File: src/rtl/seven_seg_pkg.sv
// Shared constants and helpers for the multiplexed seven-segment counter:
// active-low glyph table, blank pattern, digit limits and counter action encoding.
package seven_seg_pkg;

   // Segment order is {a,b,c,d,e,f,g}; a 0 lights the segment.
   localparam logic [0:15][6:0] GLYPH_TABLE = {
      7'b0000001,  // 0
      7'b1001111,  // 1
      7'b0010010,  // 2
      7'b0000110,  // 3
      7'b1001100,  // 4
      7'b0100100,  // 5
      7'b0100000,  // 6
      7'b0001111,  // 7
      7'b0000000,  // 8
      7'b0000100,  // 9
      7'b0001000,  // A
      7'b1100000,  // b
      7'b0110001,  // C
      7'b1000010,  // d
      7'b0110000,  // E
      7'b0111000   // F
   };

   localparam logic [6:0] SEG_BLANK = 7'b1111111;

   typedef enum logic [2:0] {
      ACT_NONE,
      ACT_CLEAR,
      ACT_LOAD,
      ACT_INC,
      ACT_DEC
   } count_act_e;

   function automatic logic [6:0] digit_to_seg(input logic [3:0] digit);
      return GLYPH_TABLE[digit];
   endfunction

   function automatic logic [3:0] digit_max(input logic decimal);
      return decimal ? 4'd9 : 4'hF;
   endfunction

endpackage

File: src/rtl/seven_segment_counter_mux_button_conditioner.sv
// Pushbutton front end: synchroniser, debounce filter and step-pulse generator
// with optional hold-to-repeat.
module button_conditioner #(
   parameter int DEBOUNCE_CYCLES     = 1_000_000,
   parameter int REPEAT_DELAY_CYCLES = 50_000_000,
   parameter int REPEAT_RATE_CYCLES  = 10_000_000,
   parameter bit REPEAT_EN           = 1'b0
) (
   input  logic clk,
   input  logic rst_n,
   input  logic raw,
   output logic level,
   output logic pulse
);

   localparam int DB_W    = (DEBOUNCE_CYCLES > 1) ? $clog2(DEBOUNCE_CYCLES) : 1;
   localparam int REP_MAX = (REPEAT_DELAY_CYCLES > REPEAT_RATE_CYCLES) ?
                            REPEAT_DELAY_CYCLES : REPEAT_RATE_CYCLES;
   localparam int REP_W   = (REP_MAX > 1) ? $clog2(REP_MAX) : 1;

   localparam logic [DB_W-1:0]  DB_LAST    = DB_W'(DEBOUNCE_CYCLES - 1);
   localparam logic [REP_W-1:0] DELAY_LAST = REP_W'(REPEAT_DELAY_CYCLES - 1);
   localparam logic [REP_W-1:0] RATE_LAST  = REP_W'(REPEAT_RATE_CYCLES - 1);

   logic             sync_a;
   logic             sync_b;
   logic [DB_W-1:0]  db_cnt;
   logic             level_d;
   logic [REP_W-1:0] rep_cnt;
   logic             repeating;

   always_ff @(posedge clk or negedge rst_n) begin
      if (!rst_n) begin
         sync_a <= 1'b0;
         sync_b <= 1'b0;
      end else begin
         sync_a <= raw;
         sync_b <= sync_a;
      end
   end

   // Accept a new level only after DEBOUNCE_CYCLES consecutive disagreeing samples.
   always_ff @(posedge clk or negedge rst_n) begin
      if (!rst_n) begin
         level  <= 1'b0;
         db_cnt <= '0;
      end else if (sync_b == level) begin
         db_cnt <= '0;
      end else if (db_cnt == DB_LAST) begin
         level  <= sync_b;
         db_cnt <= '0;
      end else begin
         db_cnt <= db_cnt + 1'b1;
      end
   end

   always_ff @(posedge clk or negedge rst_n) begin
      if (!rst_n) begin
         level_d   <= 1'b0;
         pulse     <= 1'b0;
         rep_cnt   <= '0;
         repeating <= 1'b0;
      end else begin
         level_d <= level;
         pulse   <= 1'b0;
         if (level && !level_d) begin
            pulse     <= 1'b1;
            rep_cnt   <= '0;
            repeating <= 1'b0;
         end else if (REPEAT_EN && level) begin
            if (!repeating && rep_cnt == DELAY_LAST) begin
               pulse     <= 1'b1;
               rep_cnt   <= '0;
               repeating <= 1'b1;
            end else if (repeating && rep_cnt == RATE_LAST) begin
               pulse   <= 1'b1;
               rep_cnt <= '0;
            end else begin
               rep_cnt <= rep_cnt + 1'b1;
            end
         end else begin
            rep_cnt   <= '0;
            repeating <= 1'b0;
         end
      end
   end

endmodule

File: src/rtl/seven_segment_counter_mux.sv
// Multi-digit hex/BCD up/down counter driven by debounced pushbuttons, with a
// time-multiplexed, optionally leading-zero-blanked seven-segment display.
module seven_segment_counter_mux
   import seven_seg_pkg::*;
#(
   parameter int DIGITS              = 4,
   parameter int DEBOUNCE_CYCLES     = 1_000_000,
   parameter int REPEAT_DELAY_CYCLES = 50_000_000,
   parameter int REPEAT_RATE_CYCLES  = 10_000_000,
   parameter int SCAN_CYCLES         = 100_000,
   parameter bit BLANK_LZ            = 1'b0
) (
   input  logic                  CLK100MHZ,
   input  logic                  CPU_RESETN,
   input  logic                  BTNU,
   input  logic                  BTND,
   input  logic                  BTNR,
   input  logic                  BTNL,
   input  logic [4*DIGITS-1:0]   SW,
   input  logic                  MODE,
   output logic                  CA,
   output logic                  CB,
   output logic                  CC,
   output logic                  CD,
   output logic                  CE,
   output logic                  CF,
   output logic                  CG,
   output logic [7:0]            AN,
   output logic [4*DIGITS-1:0]   COUNT,
   output logic                  WRAP
);

   localparam int PRE_W = (SCAN_CYCLES > 1) ? $clog2(SCAN_CYCLES) : 1;
   localparam int IDX_W = (DIGITS > 1) ? $clog2(DIGITS) : 1;
   localparam logic [PRE_W-1:0] PRE_LAST = PRE_W'(SCAN_CYCLES - 1);
   localparam logic [IDX_W-1:0] IDX_LAST = IDX_W'(DIGITS - 1);

   logic [1:0]          rst_pipe;
   logic                rst_n;
   logic                mode_a, mode_b, mode_d;
   logic                mode_change;
   logic                u_pulse, d_pulse, r_pulse, l_pulse;
   count_act_e          act;
   logic [3:0]          max_digit;
   logic [4*DIGITS-1:0] count;
   logic [4*DIGITS-1:0] inc_val, dec_val, load_val;
   logic                inc_carry, dec_borrow;
   logic                wrap;
   logic [PRE_W-1:0]    pre_cnt_p0;
   logic [IDX_W-1:0]    scan_idx_p0;
   logic [DIGITS-1:0]   lit;
   logic                seen;
   logic [3:0]          sel_digit;
   logic                sel_lit;
   logic [7:0]          an_next;
   logic [7:0]          an_p1;
   logic [6:0]          seg_p1;

   // Assert asynchronously, release two clocks after CPU_RESETN rises.
   always_ff @(posedge CLK100MHZ or negedge CPU_RESETN) begin
      if (!CPU_RESETN) rst_pipe <= 2'b00;
      else             rst_pipe <= {rst_pipe[0], 1'b1};
   end
   assign rst_n = rst_pipe[1];

   button_conditioner #(
      .DEBOUNCE_CYCLES(DEBOUNCE_CYCLES), .REPEAT_DELAY_CYCLES(REPEAT_DELAY_CYCLES),
      .REPEAT_RATE_CYCLES(REPEAT_RATE_CYCLES), .REPEAT_EN(1'b1)
   ) u_btn_up (.clk(CLK100MHZ), .rst_n(rst_n), .raw(BTNU), .level(), .pulse(u_pulse));

   button_conditioner #(
      .DEBOUNCE_CYCLES(DEBOUNCE_CYCLES), .REPEAT_DELAY_CYCLES(REPEAT_DELAY_CYCLES),
      .REPEAT_RATE_CYCLES(REPEAT_RATE_CYCLES), .REPEAT_EN(1'b1)
   ) u_btn_down (.clk(CLK100MHZ), .rst_n(rst_n), .raw(BTND), .level(), .pulse(d_pulse));

   button_conditioner #(
      .DEBOUNCE_CYCLES(DEBOUNCE_CYCLES), .REPEAT_DELAY_CYCLES(REPEAT_DELAY_CYCLES),
      .REPEAT_RATE_CYCLES(REPEAT_RATE_CYCLES), .REPEAT_EN(1'b0)
   ) u_btn_clear (.clk(CLK100MHZ), .rst_n(rst_n), .raw(BTNR), .level(), .pulse(r_pulse));

   button_conditioner #(
      .DEBOUNCE_CYCLES(DEBOUNCE_CYCLES), .REPEAT_DELAY_CYCLES(REPEAT_DELAY_CYCLES),
      .REPEAT_RATE_CYCLES(REPEAT_RATE_CYCLES), .REPEAT_EN(1'b0)
   ) u_btn_load (.clk(CLK100MHZ), .rst_n(rst_n), .raw(BTNL), .level(), .pulse(l_pulse));

   always_ff @(posedge CLK100MHZ or negedge rst_n) begin
      if (!rst_n) begin
         mode_a <= 1'b0;
         mode_b <= 1'b0;
         mode_d <= 1'b0;
      end else begin
         mode_a <= MODE;
         mode_b <= mode_a;
         mode_d <= mode_b;
      end
   end
   assign mode_change = mode_b ^ mode_d;
   assign max_digit   = digit_max(mode_b);

   // A radix change invalidates the current value, so it outranks every button.
   always_comb begin
      act = ACT_NONE;
      if (mode_change)            act = ACT_CLEAR;
      else if (r_pulse)           act = ACT_CLEAR;
      else if (l_pulse)           act = ACT_LOAD;
      else if (u_pulse && !d_pulse) act = ACT_INC;
      else if (d_pulse && !u_pulse) act = ACT_DEC;
   end

   always_comb begin
      inc_val    = count;
      dec_val    = count;
      load_val   = '0;
      inc_carry  = 1'b1;
      dec_borrow = 1'b1;
      for (int i = 0; i < DIGITS; i++) begin
         if (inc_carry) begin
            if (count[4*i +: 4] >= max_digit) begin
               inc_val[4*i +: 4] = 4'd0;
            end else begin
               inc_val[4*i +: 4] = count[4*i +: 4] + 4'd1;
               inc_carry = 1'b0;
            end
         end
         if (dec_borrow) begin
            if (count[4*i +: 4] == 4'd0) begin
               dec_val[4*i +: 4] = max_digit;
            end else begin
               dec_val[4*i +: 4] = count[4*i +: 4] - 4'd1;
               dec_borrow = 1'b0;
            end
         end
         load_val[4*i +: 4] = (SW[4*i +: 4] > max_digit) ? max_digit : SW[4*i +: 4];
      end
   end

   always_ff @(posedge CLK100MHZ or negedge rst_n) begin
      if (!rst_n) begin
         count <= '0;
         wrap  <= 1'b0;
      end else begin
         wrap <= 1'b0;
         case (act)
            ACT_CLEAR: count <= '0;
            ACT_LOAD:  count <= load_val;
            ACT_INC: begin
               count <= inc_val;
               wrap  <= inc_carry;
            end
            ACT_DEC: begin
               count <= dec_val;
               wrap  <= dec_borrow;
            end
            default: ;
         endcase
      end
   end

   // Stage p0: prescaler and scan index.
   always_ff @(posedge CLK100MHZ or negedge rst_n) begin
      if (!rst_n) begin
         pre_cnt_p0  <= '0;
         scan_idx_p0 <= '0;
      end else if (pre_cnt_p0 == PRE_LAST) begin
         pre_cnt_p0  <= '0;
         scan_idx_p0 <= (scan_idx_p0 == IDX_LAST) ? '0 : scan_idx_p0 + 1'b1;
      end else begin
         pre_cnt_p0 <= pre_cnt_p0 + 1'b1;
      end
   end

   always_comb begin
      seen = 1'b0;
      lit  = '0;
      for (int i = DIGITS - 1; i >= 0; i--) begin
         if (count[4*i +: 4] != 4'd0) seen = 1'b1;
         lit[i] = seen || (i == 0) || !BLANK_LZ;
      end
      sel_digit = 4'd0;
      sel_lit   = 1'b0;
      an_next   = 8'hFF;
      for (int i = 0; i < DIGITS; i++) begin
         if (scan_idx_p0 == IDX_W'(i)) begin
            sel_digit  = count[4*i +: 4];
            sel_lit    = lit[i];
            an_next[i] = 1'b0;
         end
      end
   end

   // Stage p1: anode and cathode registers load together so digits never ghost.
   always_ff @(posedge CLK100MHZ or negedge rst_n) begin
      if (!rst_n) begin
         an_p1  <= 8'hFE;
         seg_p1 <= digit_to_seg(4'd0);
      end else begin
         an_p1  <= an_next;
         seg_p1 <= sel_lit ? digit_to_seg(sel_digit) : SEG_BLANK;
      end
   end

   assign {CA, CB, CC, CD, CE, CF, CG} = seg_p1;
   assign AN    = an_p1;
   assign COUNT = count;
   assign WRAP  = wrap;

endmodule

File: config.mk
export PLATFORM = sky130hd
export DESIGN_NAME = seven_segment_counter_mux
export DESIGN_NICKNAME = d
export VERILOG_FILES = /design/src/rtl/seven_seg_pkg.sv /design/src/rtl/seven_segment_counter_mux_button_conditioner.sv /design/src/rtl/seven_segment_counter_mux.sv
export SDC_FILE = /design/constraint.sdc
export NUM_CORES = 1
export LEC_CHECK = 0
export ABC_AREA = 1
export BUFFER_PORTS_ARGS = -buffer_cell sky130_fd_sc_hd__buf_2
export CORE_MARGIN = 2
export CORE_UTILIZATION = 64
export CTS_BUF_LIST = sky130_fd_sc_hd__clkbuf_8
export CTS_CLUSTER_SIZE = 28
export DETAILED_ROUTE_END_ITERATION = 8
export HOLD_SLACK_MARGIN = 0.06
export PLACE_DENSITY = 0.82
export SLEW_MARGIN = 0
export SYNTH_ARGS = -nofsm -noshare
export SYNTH_HDL_FRONTEND = slang
export SYNTH_SLANG_ARGS = --single-unit
File: constraint.sdc
create_clock -name CLK100MHZ -period 7.3 [get_ports CLK100MHZ]
set_input_delay 0.73 -clock CLK100MHZ [delete_from_list [all_inputs] [get_ports CLK100MHZ]]
set_output_delay 0.73 -clock CLK100MHZ [all_outputs]
set_load 0.01 [all_outputs]
## After elaboration in Yosys (flattened, before gate mapping)

Memory sizes are Yosys's and may differ from the RTL's. A register that Yosys moved wholly into a read port is not among the register bits.
Index checks and enable logic that the tools add are counted.

| storage, ports and cells | value |
|---|---|
| bits in registers | 199 |
| bits in read-only memories | 112 |
| output and inout port bits | 32 |
| logic and storage cells | 213 |
| memories kept | 1 |

| cells by class | value |
|---|---|
| add/subtract/negate cells | 16 |
| order comparisons | 8 |
| eq/ne operators | 28 |
| muxes and demuxes | 82 |
| bitwise operators | 6 |
| reduce and logical (&&, ||, !) cells | 32 |

Memories:

| name | depth | bits a word | rd ports | clocked after memory_dff | wr ports | line | source |
|---|---|---|---|---|---|---|---|
| (name not given) | 16 | 7 | 1 | 1 | 0 | seven_seg_pkg.sv:36 | `return GLYPH_TABLE[digit];` |

Operator list:

| cell | count |
|---|---|
| two-way mux 26 bit | 8 |
| two-way mux 20 bit | 8 |
| two-way mux 4 bit | 22 |
| adder 20 x 1 -> 20 bit, second input constant | 4 |
| == test 20 bit, second input constant | 4 |
| case mux 16 bit (4 select lines) | 1 |
| adder 26 x 1 -> 26 bit, second input constant | 2 |
| == test 26 x 24 -> 1 bit, second input constant | 2 |
| == test 26 bit, second input constant | 2 |
| two-way mux 1 bit | 34 |
| two-way mux 3 bit | 6 |
| adder 17 x 1 -> 17 bit, second input constant | 1 |
| == test 17 bit, second input constant | 1 |
| two-way mux 17 bit | 1 |
| adder 4 x 1 -> 4 bit, second input constant | 4 |
| greater-or-equal comparator 4 bit | 4 |
| > comparator 4 bit | 4 |
| logical NOT 4 bit | 4 |
| subtractor 4 x 1 -> 4 bit, second input constant | 4 |
| != test 2 bit, second input constant | 6 |
| logical AND 1 bit | 10 |
| logical NOT 1 bit | 9 |
| AND reduction 3 bit | 3 |
| AND reduction 2 bit | 4 |
| other kinds (15) | 24 |

## Logic depth before layout (Yosys ltp)

| logic depth | value |
|---|---|
| word-level depth | 10 |
| mapped depth | 14 |
| gate-level depth less buffers | 14 |

## Modules after synthesis

A second synthesis with hierarchy kept.

| second synthesis, totals | value |
|---|---|
| cell total of the unflattened synthesis | 1696 |
| area, all modules | 12659.6 um^2 |

By module, submodules not included:

| module | times used | cells an instance | area each (um^2) |
|---|---|---|---|
| button_conditioner (u_btn_down ...) | 2 | 377 | 2899.0 |
| seven_segment_counter_mux | 1 | 614 | 4224.1 |
| button_conditioner (u_btn_clear ...) | 2 | 164 | 1318.8 |

## Worst setup path before layout

OpenSTA, ideal clock, no wires.

| timing path | value |
|---|---|
| kind | register to register |
| from | reg mode_b |
| to | reg count[10] (netlist: COUNT[10]) |
| library setup time | 0.116 ns |
| arrival | 1.744 ns |
| path slack | 5.440 ns |
| cell stages (with the launch flop) | 10 |
| buffers on the path | 0 |
| period minus slack after synthesis | 1.860 ns |
| cells stage by stage | dfrtp_1 -> ha_1 -> nand2_1 -> nand2_1 -> a21boi_0 -> nand2_1 -> nand2_1 -> nor2_1 -> nand2_1 -> nand2_1 |

| between the ends | value |
|---|---|
| word-level cells in the longest chain between the ends | 6 |

RTL lines:

| item | line | source |
|---|---|---|
| start, declared | seven_segment_counter_mux.sv:40 | `logic mode_a, mode_b, mode_d;` |
| start signal, assigned | seven_segment_counter_mux.sv:93 | `mode_b <= mode_a;` |
| two-way mux 3 bit | seven_seg_pkg.sv:40 | `return decimal ? 4'd9 : 4'hF;` |
| greater-or-equal comparator 4 bit | seven_segment_counter_mux.sv:118 | `if (count[4*i +: 4] >= max_digit) begin` |
| two-way mux 1 bit | seven_segment_counter_mux.sv:118 |  |
| two-way mux 1 bit | seven_segment_counter_mux.sv:117 | `if (inc_carry) begin` |
| != test 2 bit (no source line) | - |  |
| AND reduction 3 bit (no source line) | - |  |
| end signal, assigned | seven_segment_counter_mux.sv:145 | `ACT_LOAD: count <= load_val;` |
| end signal, assigned | seven_segment_counter_mux.sv:147 | `count <= inc_val;` |
| end signal, assigned | seven_segment_counter_mux.sv:151 | `count <= dec_val;` |
| end, declared | seven_segment_counter_mux.sv:45 | `logic [4*DIGITS-1:0] count;` |

Several ways; a longest one is shown, not always the timed one. The select of a mux whose other input is x is not followed.
A chain may end at the register's enable or synchronous reset.

## Worst setup path after layout

| timing path | value |
|---|---|
| from | reg mode_b |
| to | reg count[8] (netlist: COUNT[8]) |

The elaborated chain is that of the path after synthesis.

==> metrics.md <==
| Metric | Value |
|---|---|
| Starting density of the core | `64.8%` |
| Util after Layout | `71.5%` |
| Root Buffer | `clkbuf_8` |
| Total GRT Usage | `27.5%` |
| Status | `finished clean` |
| Slew Limit Fails | `0` |
| PortBufs | `50` |
| Sw Pwr | `544 uW` |
| CTS Sinks | `206` |
| CTS Buf Count | `37` |
| Setup crit end kind | `register` |
| First-pass GRT wire length | `46.9 mm` |
| Crit start category | `register` |
| Logic pwr share | `3.1%` |
| FF+latch count, synth | `206` |
| HPWL Detailed | `19.9 mm` |
| Lkg Pwr | `0.00642 uW` |
| Setup TNS | `0 ns` |
| Initial antenna violation count | `0` |
| Number of cell rows | `51` |
| Clock network fraction of total power | `48.2%` |
| Layout area overhead | `10.3%` |
| Critical Path Most Common Cell | `nand2_1` |
| Critical path's top delay family | `flip-flops` |
| Share of cells above drive strength 1 | `9.82%` |
| Clock skew | `0.0330 ns` |
| Worst-Skew Late Latency | `0.53 ns` |
| Library cells used by synthesis | `41` |
| # DRC | `0` |
| VDD IR-drop max | `0.148 mV` |
| Grt total ovfl | `0` |
| Vias in the first global route | `10600` |
| Die area | `20700 sq um` |
| Total power | `2390 uW` |
| Non-filler cells in the finished layout | `2077` |
| I/O Pins | `55` |
| Crit path kind | `register to register` |
| Worst hold slack | `0.328 ns` |
| Vias post-DR | `11200` |
| Cell Area, Synth | `12500 sq um` |
| Core area | `19300 sq um` |
| Hold Path Class | `input pin to register` |
| CP max stage delay | `1.03 ns` |
| Sequential fraction of the synthesis area | `41.2%` |
| RSZ-0062 raised after global routing | `false` |
| Max_cap viols | `0` |
| Max Freq | `386 MHz` |
| Mean Syn Cell Area | `7.34 sq um` |
| Final Setup Violations | `0` |
| Placed cells | `2010` |
| WP data required | `7.72 ns` |
| CTS tree | `built` |
| Chain of cells forming the critical path | `ha_1, nand2_1, inv_1, a21boi_0, nand2_1, nand2_1, nor2_1, nand2_1, nand2_1` |
| Synth warn | `0` |
| Fin nets | `1851` |
| Fin crit share | `35.5%` |
| Diodes inserted | `0` |
| Relative slew slack | `30.5%` |
| Largest net degree at the start of global routing | `79` |
| Crit-path slowest cell | `dfrtp_1` |
| Clock Path Buffers | `3` |
| Vias/cell | `5.37` |
| Worst-Margin Slew | `1.04 ns` |
| Sw frac | `22.7%` |
| Reg clk slew, reported paths | `0.06 ns` |
| Drt total wl | `27.5 mm` |
| WL/cell | `13.2 um` |
| Die W | `144 um` |
| Final-report hold violation count | `0` |
| Flop pwr share | `48.8%` |
| TritonRoute pass-1 iters | `5` |
| CP Buf/Inv Count | `1` |
| Crit path max fanout | `29` |
| GPL Wtd Cong | `0.941` |
| Syn Inst Count | `1707` |
| Post-layout min period | `2.59 ns` |
| Pwr/cell area | `173 nW/um^2` |
| H-tree depth | `2` |
| P_int | `1850 uW` |
| PostCTS Resize Cnt | `0` |
| Initial DRC count | `759` |
| Die Height | `144 um` |
| Worst Path Arrival | `3.01 ns` |
| Final ANT Viol Nets | `0` |
routing by layer:
metal / vias to the layer above / GRT usage [%] / part of all wire [%]
met3: 71 / 4.77 / 6.4
met2: 369 / 45.7 / 46
met4: 0 / 9.39 / 2.5
met5: - / 0 / 0
met1: 5147 / 36.5 / 45
li1: 5569 / - / -
through the flow:
step	cell area (sq um)	worst slack, ns
after floorplan	12500	1.14
after global placement	13000	4.83
after detailed placement	13000	4.77
after CTS	13800	4.75
after global routing	13800	4.45
final	13800	4.71
final cells by class:
cell class,count,area (sq um)
repair buffers,53,275
inverters,203,762
clock inverters,20,168
fillers,1617,5520
well taps,265,332
multi-input cells,1284,6480
clock buffers,46,633
flip-flops and latches,206,5160
cells in the mapped netlist:
| cell | number | share of area (%) |
|---|---|---|
| o21ai_1 | 2 | 0.080 |
| dfstp_2 | 4 | 0.84 |
| nor4_1 | 5 | 0.25 |
| buf_2 | 5 | 0.20 |
| buf_6 | 3 | 0.27 |
| clkbuf_1 | 1 | 0.030 |
| a21oi_2 | 1 | 0.070 |
| nand3_2 | 4 | 0.32 |
| buf_8 | 1 | 0.12 |
| nor3_2 | 3 | 0.24 |
| xnor2_1 | 24 | 1.7 |
| o21ai_0 | 35 | 1.4 |
| nor2_1 | 304 | 9.1 |
| a21o_1 | 1 | 0.060 |
| and3_1 | 4 | 0.20 |
| nand3b_1 | 11 | 0.66 |
| buf_4 | 7 | 0.42 |
| a21boi_0 | 3 | 0.18 |
| a31oi_1 | 2 | 0.10 |
| nand2_1 | 437 | 13 |
| nor2_2 | 24 | 1.2 |
| inv_2 | 5 | 0.15 |
| nand2_4 | 2 | 0.18 |
| nand3_1 | 148 | 5.9 |
| clkbuf_2 | 1 | 0.040 |
| dfrtp_1 | 202 | 40 |
| nor3_1 | 44 | 1.8 |
| xor2_1 | 76 | 5.3 |
| nand4_2 | 1 | 0.10 |
| nand4_1 | 48 | 2.4 |
| o21bai_1 | 3 | 0.18 |
| nor4_4 | 1 | 0.17 |
| nor2_4 | 7 | 0.63 |
| o21ai_2 | 1 | 0.070 |
| nand2_2 | 11 | 0.55 |
| a21oi_1 | 31 | 1.2 |
| ha_1 | 43 | 4.3 |
| a31o_2 | 1 | 0.070 |
| inv_1 | 198 | 5.9 |
| conb_1 | 1 | 0.030 |
| or2_2 | 2 | 0.10 |
placed cells by master (no fill, tap or decap), types with 3 or more instances in the layout:
master     instances
nand2_1          437
nor2_1           304
inv_1            206
dfrtp_1          201
nand3_1          148
xor2_1            76
buf_2             50
nand4_1           48
clkbuf_8          46
nor3_1            44
ha_1              43
o21ai_0           35
a21oi_1           31
xnor2_1           24
nor2_2            24
nand3b_1          11
nand2_2           11
clkinv_2           8
nor2_4             7
inv_2              5
nor4_1             5
conb_1             5
dfstp_2            4
and3_1             4
nand3_2            4
nor3_2             3
o21bai_1           3
a21boi_0           3
bufinv_16          3
worst register-to-register path, stage by stage (launching register included):
cell      delay (ns)
dfrtp_1         1.03
ha_1            0.40
nand2_1         0.07
inv_1           0.05
a21boi_0        0.49
nand2_1         0.16
nand2_1         0.09
nor2_1          0.08
nand2_1         0.07
nand2_1         0.05
power by group through the flow:
stage	sequential [uW]	clock (uW)	combinational, uW
after floorplan	1190	0	42.3
after global placement	1190	0	72.1
after detailed placement	1190	0	74.1
after CTS	1170	1180	74.9
after global routing	1170	1230	87.4
final	1170	1150	73.8
flip-flops by register name, summed over array words and instances (netlist names), 2 cells and up:
register,count
AN,4
COUNT,16
pre_cnt_p0,17
rst_pipe,2
scan_idx_p0,2
seg_p1,7
u_btn_clear.db_cnt,20
u_btn_down.db_cnt,20
u_btn_down.rep_cnt,26
u_btn_load.db_cnt,20
u_btn_up.db_cnt,20
u_btn_up.rep_cnt,26
logic make-up (layout without fill, tap and decap cells):
family | Yosys count | after routing | share of synthesized area, %
XOR/XNOR | 100 | 100 | 6.99
AND/OR/NAND/NOR | 1056 | 1056 | 36.9
other | 1 | 5 | 0.0299
AO/OA/AOI/OAI | 80 | 80 | 3.45
adder cells (fa/ha/maj) | 43 | 43 | 4.30
flip-flops | 206 | 206 | 41.2
buffers and inverters | 221 | 322 | 7.16
what timing repair did:
item,CTS,global route
hold buffers,1,0
endpoints found under the hold margin,2,0
setup buffers,0,0
final timing paths:
check | from | end | slack, ns | cells after the start
max reg2reg | mode_b$_DFF_PN0_ | COUNT[8]$_DFFE_PN0P_ | 4.71 | 9
max | mode_b$_DFF_PN0_ | COUNT[8]$_DFFE_PN0P_ | 4.71 | 9
min in group asynchronous | rst_pipe[1]$_DFF_PN0_ | u_btn_up.db_cnt[13]$_DFF_PN0_ | 0.44 | 0
max in group asynchronous | rst_pipe[1]$_DFF_PN0_ | u_btn_up.rep_cnt[22]$_DFF_PN0_ | 5.38 | 1
min | BTNU | u_btn_up.sync_a$_DFF_PN0_ | 0.33 | 1
min reg2reg | u_btn_load.sync_a$_DFF_PN0_ | u_btn_load.sync_b$_DFF_PN0_ | 0.34 | 0
Note: power is estimated with default switching activity, not from simulation.
